File: src/rtl/seq_phase_timer.sv
// -----------------------------------------------------------------------------
// seq_phase_timer
//
// A prescaled timer that drives an N-phase sequencer. Each phase lasts a
// programmable number of ticks. Two mode flops, hold and direction, are
// flipped by single-cycle toggle inputs. A synchronous clear overrides
// everything except the asynchronous reset.
//
// Optional feature macro: SEQ_PHASE_TIMER_LAP_EN
//   defined     : lap_cnt counts wraps and saturates at all-ones
//   not defined : lap_cnt is tied to zero and no lap flops exist
//
// Parameters
//   PRESCALE  clock cycles per tick, >= 1 (1 = tick on every RUN cycle)
//   NUM_PH    number of phases, >= 2
//   DWELL_W   width of each per-phase dwell field
//   LAP_W     width of the lap counter
//
// Ports
//   clock      in   rising-edge clock
//   reset_n    in   asynchronous reset, active-low
//   clr        in   synchronous clear; beats start and the toggles
//   start      in   leave IDLE (ignored in the other states)
//   tog_hold   in   each high cycle flips the hold mode flop
//   tog_dir    in   each high cycle flips the direction flop (0=fwd, 1=rev)
//   dwell_cfg  in   phase p dwell D at [p*DWELL_W +: DWELL_W]; phase = D+1 ticks
//   phase_idx  out  current phase (registered)
//   phase_oh   out  one-hot of phase_idx in RUN/HOLD, zero in IDLE
//   tick       out  prescaler terminal count while in RUN
//   wrap       out  one-cycle pulse the cycle after a phase wrap-around
//   busy       out  state is not IDLE
//   hold_st    out  state is HOLD
//   lap_cnt    out  saturating wrap count (zero when the feature is off)
// -----------------------------------------------------------------------------
module seq_phase_timer #(
    parameter int PRESCALE = 10,
    parameter int NUM_PH   = 4,
    parameter int DWELL_W  = 4,
    parameter int LAP_W    = 8
) (
    input  logic                        clock,
    input  logic                        reset_n,
    input  logic                        clr,
    input  logic                        start,
    input  logic                        tog_hold,
    input  logic                        tog_dir,
    input  logic [NUM_PH*DWELL_W-1:0]   dwell_cfg,
    output logic [$clog2(NUM_PH)-1:0]   phase_idx,
    output logic [NUM_PH-1:0]           phase_oh,
    output logic                        tick,
    output logic                        wrap,
    output logic                        busy,
    output logic                        hold_st,
    output logic [LAP_W-1:0]            lap_cnt
);

    localparam int PH_W  = $clog2(NUM_PH);
    localparam int PRE_W = (PRESCALE > 1) ? $clog2(PRESCALE) : 1;

    localparam logic [1:0] ST_IDLE = 2'd0;
    localparam logic [1:0] ST_RUN  = 2'd1;
    localparam logic [1:0] ST_HOLD = 2'd2;

    localparam logic [PRE_W-1:0] PRE_LAST = PRE_W'(PRESCALE - 1);
    localparam logic [PH_W-1:0]  PH_LAST  = PH_W'(NUM_PH - 1);

    logic [1:0]         state_r;
    logic [1:0]         state_nxt_s;
    logic [PRE_W-1:0]   pre_cnt_r;
    logic [DWELL_W-1:0] dw_cnt_r;
    logic [PH_W-1:0]    phase_idx_r;
    logic               hold_q_r;
    logic               dir_q_r;
    logic               wrap_r;

    logic               hold_nxt_s;
    logic               tick_s;
    logic [DWELL_W-1:0] dwell_sel_s;
    logic               advance_s;
    logic [PH_W-1:0]    ph_next_s;
    logic               wrap_ev_s;
    logic [NUM_PH-1:0]  phase_oh_s;

    // The FSM looks at the post-toggle hold value so HOLD is entered on the
    // same edge that flips hold_q; the tick of that cycle is still consumed.
    assign hold_nxt_s = hold_q_r ^ tog_hold;

    // Tick is decoded purely from flops.
    assign tick_s = (state_r == ST_RUN) && (pre_cnt_r == PRE_LAST);

    // Select the dwell field of the current phase (live, never latched).
    always_comb begin
        dwell_sel_s = '0;
        for (int p = 0; p < NUM_PH; p++) begin
            if (phase_idx_r == PH_W'(p)) begin
                dwell_sel_s = dwell_cfg[p*DWELL_W +: DWELL_W];
            end else begin
                dwell_sel_s = dwell_sel_s;
            end
        end
    end

    // A ">=" compare lets a lowered dwell setting take effect at the next tick.
    assign advance_s = tick_s && (dw_cnt_r >= dwell_sel_s);

    // Next phase index and wrap detection, using the direction before the edge.
    always_comb begin
        ph_next_s = phase_idx_r;
        wrap_ev_s = 1'b0;
        if (!dir_q_r) begin
            if (phase_idx_r == PH_LAST) begin
                ph_next_s = '0;
                wrap_ev_s = 1'b1;
            end else begin
                ph_next_s = phase_idx_r + PH_W'(1'b1);
                wrap_ev_s = 1'b0;
            end
        end else begin
            if (phase_idx_r == '0) begin
                ph_next_s = PH_LAST;
                wrap_ev_s = 1'b1;
            end else begin
                ph_next_s = phase_idx_r - PH_W'(1'b1);
                wrap_ev_s = 1'b0;
            end
        end
    end

    // FSM next-state decode.
    always_comb begin
        state_nxt_s = state_r;
        case (state_r)
            ST_IDLE: begin
                if (start) state_nxt_s = ST_RUN;
                else       state_nxt_s = ST_IDLE;
            end
            ST_RUN: begin
                if (hold_nxt_s) state_nxt_s = ST_HOLD;
                else            state_nxt_s = ST_RUN;
            end
            ST_HOLD: begin
                if (hold_nxt_s) state_nxt_s = ST_HOLD;
                else            state_nxt_s = ST_RUN;
            end
            default: state_nxt_s = ST_IDLE;
        endcase
    end

    // FSM state and mode flops; the mode flops track toggles in every state.
    always_ff @(posedge clock or negedge reset_n) begin
        if (!reset_n) begin
            state_r  <= ST_IDLE;
            hold_q_r <= 1'b0;
            dir_q_r  <= 1'b0;
        end else if (clr) begin
            state_r  <= ST_IDLE;
            hold_q_r <= 1'b0;
            dir_q_r  <= 1'b0;
        end else begin
            state_r  <= state_nxt_s;
            hold_q_r <= hold_nxt_s;
            dir_q_r  <= dir_q_r ^ tog_dir;
        end
    end

    // Prescaler, dwell counter, phase index and wrap pulse.
    always_ff @(posedge clock or negedge reset_n) begin
        if (!reset_n) begin
            pre_cnt_r   <= '0;
            dw_cnt_r    <= '0;
            phase_idx_r <= '0;
            wrap_r      <= 1'b0;
        end else if (clr) begin
            pre_cnt_r   <= '0;
            dw_cnt_r    <= '0;
            phase_idx_r <= '0;
            wrap_r      <= 1'b0;
        end else begin
            case (state_r)
                ST_RUN: begin
                    if (pre_cnt_r == PRE_LAST) pre_cnt_r <= '0;
                    else                       pre_cnt_r <= pre_cnt_r + PRE_W'(1'b1);
                    if (advance_s) begin
                        dw_cnt_r    <= '0;
                        phase_idx_r <= ph_next_s;
                    end else if (tick_s) begin
                        dw_cnt_r    <= dw_cnt_r + DWELL_W'(1'b1);
                    end else begin
                        dw_cnt_r    <= dw_cnt_r;
                    end
                end
                ST_HOLD: pre_cnt_r <= pre_cnt_r;
                ST_IDLE: pre_cnt_r <= '0;
                default: pre_cnt_r <= '0;
            endcase
            wrap_r <= advance_s & wrap_ev_s;
        end
    end

`ifdef SEQ_PHASE_TIMER_LAP_EN
    logic [LAP_W-1:0] lap_cnt_r;

    // Saturating count of phase wrap-arounds.
    always_ff @(posedge clock or negedge reset_n) begin
        if (!reset_n) begin
            lap_cnt_r <= '0;
        end else if (clr) begin
            lap_cnt_r <= '0;
        end else if (advance_s && wrap_ev_s && (lap_cnt_r != {LAP_W{1'b1}})) begin
            lap_cnt_r <= lap_cnt_r + LAP_W'(1'b1);
        end else begin
            lap_cnt_r <= lap_cnt_r;
        end
    end

    assign lap_cnt = lap_cnt_r;
`else
    assign lap_cnt = '0;
`endif

    // One-hot phase decode, blanked while idle.
    always_comb begin
        phase_oh_s = '0;
        if (state_r != ST_IDLE) begin
            phase_oh_s[phase_idx_r] = 1'b1;
        end else begin
            phase_oh_s = '0;
        end
    end

    assign phase_idx = phase_idx_r;
    assign phase_oh  = phase_oh_s;
    assign tick      = tick_s;
    assign wrap      = wrap_r;
    assign busy      = (state_r != ST_IDLE);
    assign hold_st   = (state_r == ST_HOLD);

endmodule

File: config.mk
export PLATFORM = sky130hd
export DESIGN_NAME = seq_phase_timer
export DESIGN_NICKNAME = d
export VERILOG_FILES = /design/src/rtl/seq_phase_timer.sv
export SDC_FILE = /design/constraint.sdc
export NUM_CORES = 1
export LEC_CHECK = 0
export BUFFER_PORTS_ARGS = -buffer_cell sky130_fd_sc_hd__buf_2
export CAP_MARGIN = 15
export CORE_ASPECT_RATIO = 1.4
export CORE_MARGIN = 2
export CORE_UTILIZATION = 25
export DETAILED_ROUTE_END_ITERATION = 16
export GPL_TIMING_DRIVEN = 0
export SLEW_MARGIN = 5
export SYNTH_ARGS = -nofsm -noshare
export SYNTH_HDL_FRONTEND = slang
export SYNTH_SLANG_ARGS = --single-unit
File: constraint.sdc
create_clock -name clock -period 2.5 [get_ports clock]
set_clock_uncertainty 0.2 [all_clocks]
set_input_delay 0.5 -clock clock [delete_from_list [all_inputs] [get_ports clock]]
set_output_delay 0.5 -clock clock [all_outputs]
set_load 0.01 [all_outputs]
==> out/summary.log <==
[run_status] run status finished with violations
[run_status] failing checks setup timing
[cts] number of buffers inserted during clock tree synthesis 3
[synth] top area cells in the synthesized netlist sky130_fd_sc_hd__dfrtp_1, sky130_fd_sc_hd__ha_1, sky130_fd_sc_hd__nor2b_1, sky130_fd_sc_hd__buf_4, sky130_fd_sc_hd__a21oi_1
[pwr] Logic pwr share 0.221
[timing] Worst Hold Slack 0.292 ns
[cts] Worst-Skew Late Latency 0.25 ns
[synth] sequential fraction of the synthesis area 0.307
[cts] clock-pin slew on the worst setup and hold paths 0.06 ns
[grt] largest net degree at the start of global routing 16
[detailed_routing] total number of vias 1074
[pwr] total power divided by cell area 354 nW/µm²
[timing] worst-margin pin slew 0.506 ns
[grt] global-route congestion overflow total 0
[timing] Final Hold Violating Endpoints 0
[pwr] cell internal power dissipation 0.427 mW
[die] Row Count 30
[grt] number of antenna violations at the first check in global routing 0
[pwr] total chip power 0.593 mW
[synth] top cell types by occurrence after synthesis sky130_fd_sc_hd__dfrtp_1, sky130_fd_sc_hd__ha_1, sky130_fd_sc_hd__nor2b_1, sky130_fd_sc_hd__nand2_1, sky130_fd_sc_hd__a21oi_1
[pwr] register share of total power 0.442
[synth] Gate Count Post-Synth 133
[detailed_routing] post-route DRC violation count 0
[synth] number of enable flip-flop cells after synthesis 0
[die] floorplan core area 4770 µm²
[grt] via count of the first global-routing pass 969
[cts] TritonCTS clock tree yes
[setup_path] Critical Path Start Type flop
[die] number of ports placed on the die boundary 40
[detailed_routing] via/cell ratio 4.33
[detailed_routing] router iterations before antenna repair 4
[timing] final-report max-slew violation count 0
[synth] area leader, netlist sky130_fd_sc_hd__dfrtp_1
[grt] first-pass GRT wire length 4270 µm
[die] area of the die 5470 µm²
[timing] RSZ-0062 raised after global routing yes
[pwr] leakage 0.827 nW
[final_layout] antenna diode count 0
[final_layout] sequential cell area in the final layout 377 µm²
[pwr] Sw Pwr 0.166 mW
[cts] cell at the root of the clock tree sky130_fd_sc_hd__clkbuf_8
[setup_path] CP Data Arrival Time 2.51 ns
[grt] total routing resource utilization after global routing 0.0975
[synth] Seq cells post-synth 15
[cts] H-tree levels 1
[setup_path] critical path endpoint category flop
[synth] synth warn 0
[pwr] VDD IR-drop max 0.146 mV
[synth] Synth top area share 0.307
[detailed_routing] Post-DRT Antenna Nets 0
[synth] Post-synth ARST share 1.00
[job] max capacitance violation total 0
[setup_path] number of buffers and inverters on the critical path 2
[final_layout] number of nets in the final layout 222
[die] starting density of the core 0.256
[setup_path] Critical-path top delay cell sky130_fd_sc_hd__dfrtp_1
[timing] worst max-slew margin expressed relative to the limit 0.662
[timing] crit path time final 2.60 ns
[final_layout] multi-input logic area 832 µm²
[die] Chip Height 86.7 µm
[timing] Fmax 384 MHz
[synth] number of unique standard cell types used by synthesis 36
[cts] TritonCTS sink count 15
[timing] fin crit share 1.04
[timing] fin worst setup slack -0.102 ns
[pwr] relative contribution of the clock network to total power 0.337
[placement] number of port buffers 31
[setup_path] cell family contributing the most delay on the critical path compound AO/OA/AOI/OAI gates
[placement] placed wire-length estimate 2010 µm
[setup_path] Critical Setup Path Class reg -> reg
[final_layout] filler cell count in the final layout 504
[setup_path] Max Fanout on Critical Path 8
[cts] maximum number of buffers from clock root to sink 2
[pwr] switching share of power 0.279
[setup_path] delay of the slowest critical-path stage 0.40 ns
[placement] final weighted congestion of routability-driven global placement 0.732
[detailed_routing] number of design-rule violations left by the first detailed-router iteration 24
[min_path] worst hold-check path type in -> reg
[timing] Final setup viols 7
[detailed_routing] post-detailed-route wirelength per cell 10.4 µm
[final_layout] post-synthesis to final-layout area growth 37.4%
[final_layout] fraction of final layout cells sized beyond drive strength 1 0.397
[die] die span in x 63.1 µm
[synth] post-synthesis cell area 1220 µm²
[synth] dominant synthesized flop cell sky130_fd_sc_hd__dfrtp_1
[setup_path] cell-by-cell trace of the critical path inv_2 -> ha_4 -> nand3b_1 -> a21oi_2 -> a21oi_1 -> o21ai_1 -> ha_1 -> nand2b_4 -> a2111oi_4 -> buf_6 -> or3_4 -> a211oi_2
[synth] Avg Inst Size Synth 9.18 µm²
[detailed_routing] Routed WL 2570 µm
[setup_path] Critical Path RT 2.41 ns
==> cell families after synthesis <==
kind of cell	after synthesis	share of synthesized area
buffers and inverters	19	0.0840
and+or+nand+nor	48	0.232
other	1	0.00307
AOI/OAI and AO/OA	32	0.199
DFF	15	0.307
adders and majority gates	15	0.154
xor gates and xnor gates	3	0.0215
==> registers in the layout, indices dropped and copies added (netlist names) <==
register   flops
phase_idx      2
dw_cnt_r       4
dir_q_r        1
state_r        2
pre_cnt_r      4
hold_q_r       1
wrap           1
==> final timing paths <==
path	start	end	slack (ns)	cells past startpoint
max reg2reg	phase_idx[1]	phase_idx[0]	-0.10	12
min	clr	wrap	0.29	2
min in group asynchronous	reset_n	pre_cnt_r[0]	0.50	2
max in group asynchronous	reset_n	phase_idx[0]	1.32	2
min reg2reg	pre_cnt_r[1]	pre_cnt_r[1]	0.35	2
max	phase_idx[1]	phase_idx[0]	-0.10	12
==> routing by layer <==
metal  vias to the layer above  GRT usage  part of all wire
met4                         0     0.0364            0.0086
met2                        34      0.183              0.51
met1                       484      0.106              0.42
li1                        552          -                 -
met5                         -          0                 0
met3                         4     0.0221             0.063
==> cell usage in the layout, fill, tap and decap left out, types with 2 or more instances in the layout <==
cell	instances
sky130_fd_sc_hd__buf_2	32
sky130_fd_sc_hd__inv_1	6
sky130_fd_sc_hd__dfrtp_1	14
sky130_fd_sc_hd__xnor2_1	2
sky130_fd_sc_hd__o211ai_1	5
sky130_fd_sc_hd__nor2b_1	13
sky130_fd_sc_hd__ha_1	10
sky130_fd_sc_hd__a21oi_1	9
sky130_fd_sc_hd__clkbuf_1	2
sky130_fd_sc_hd__nand2_1	12
sky130_fd_sc_hd__ha_4	2
sky130_fd_sc_hd__nor3_1	4
sky130_fd_sc_hd__buf_4	15
sky130_fd_sc_hd__nor2_1	5
sky130_fd_sc_hd__clkbuf_8	4
sky130_fd_sc_hd__ha_2	3
sky130_fd_sc_hd__o21ai_0	3
sky130_fd_sc_hd__nand3_1	2
sky130_fd_sc_hd__conb_1	8
sky130_fd_sc_hd__a221oi_2	2
sky130_fd_sc_hd__a211oi_2	3
==> final cells by class <==
class | instances | share of cell area
multi-input cells | 106 | 0.496
flip-flops and latches | 15 | 0.224
repair buffers | 40 | 0.136
plain buffers | 11 | 0.0492
well taps | 64 | 0.0477
clock buffers | 4 | 0.0268
inverters | 8 | 0.0194
==> per-stage QoR <==
step                 util  area (µm²)  std cells  TNS [ns]  setup slack [ns]
global route        0.352        1680        248     -1.38            -0.227
finish              0.352        1680        248    -0.499            -0.102
floorplan               -        1290        140    -0.120           -0.0442
global placement    0.321        1530        235     -1.49            -0.271
detailed placement  0.321        1530        235     -1.72            -0.295
CTS                 0.344        1640        245    -0.742            -0.142
==> timing repair <==
item,CTS,global route
cloned,0,0
gates resized for setup,5,3
hold buffers,1,0
hold endpoints to repair,15,0
pin swaps,8,4
setup endpoints to repair,7,7
buffers inserted,5,3
==> power by group through the flow <==
stage | clock network, mW | logic [mW] | registers (mW)
after global routing | 0.220 | 0.148 | 0.264
after detailed placement | 0 | 0.123 | 0.267
final | 0.200 | 0.131 | 0.262
after CTS | 0.206 | 0.131 | 0.262
after floorplan | 0 | 0.0818 | 0.264
after global placement | 0 | 0.123 | 0.266
No activity file was read; power rests on OpenSTA's default activity.
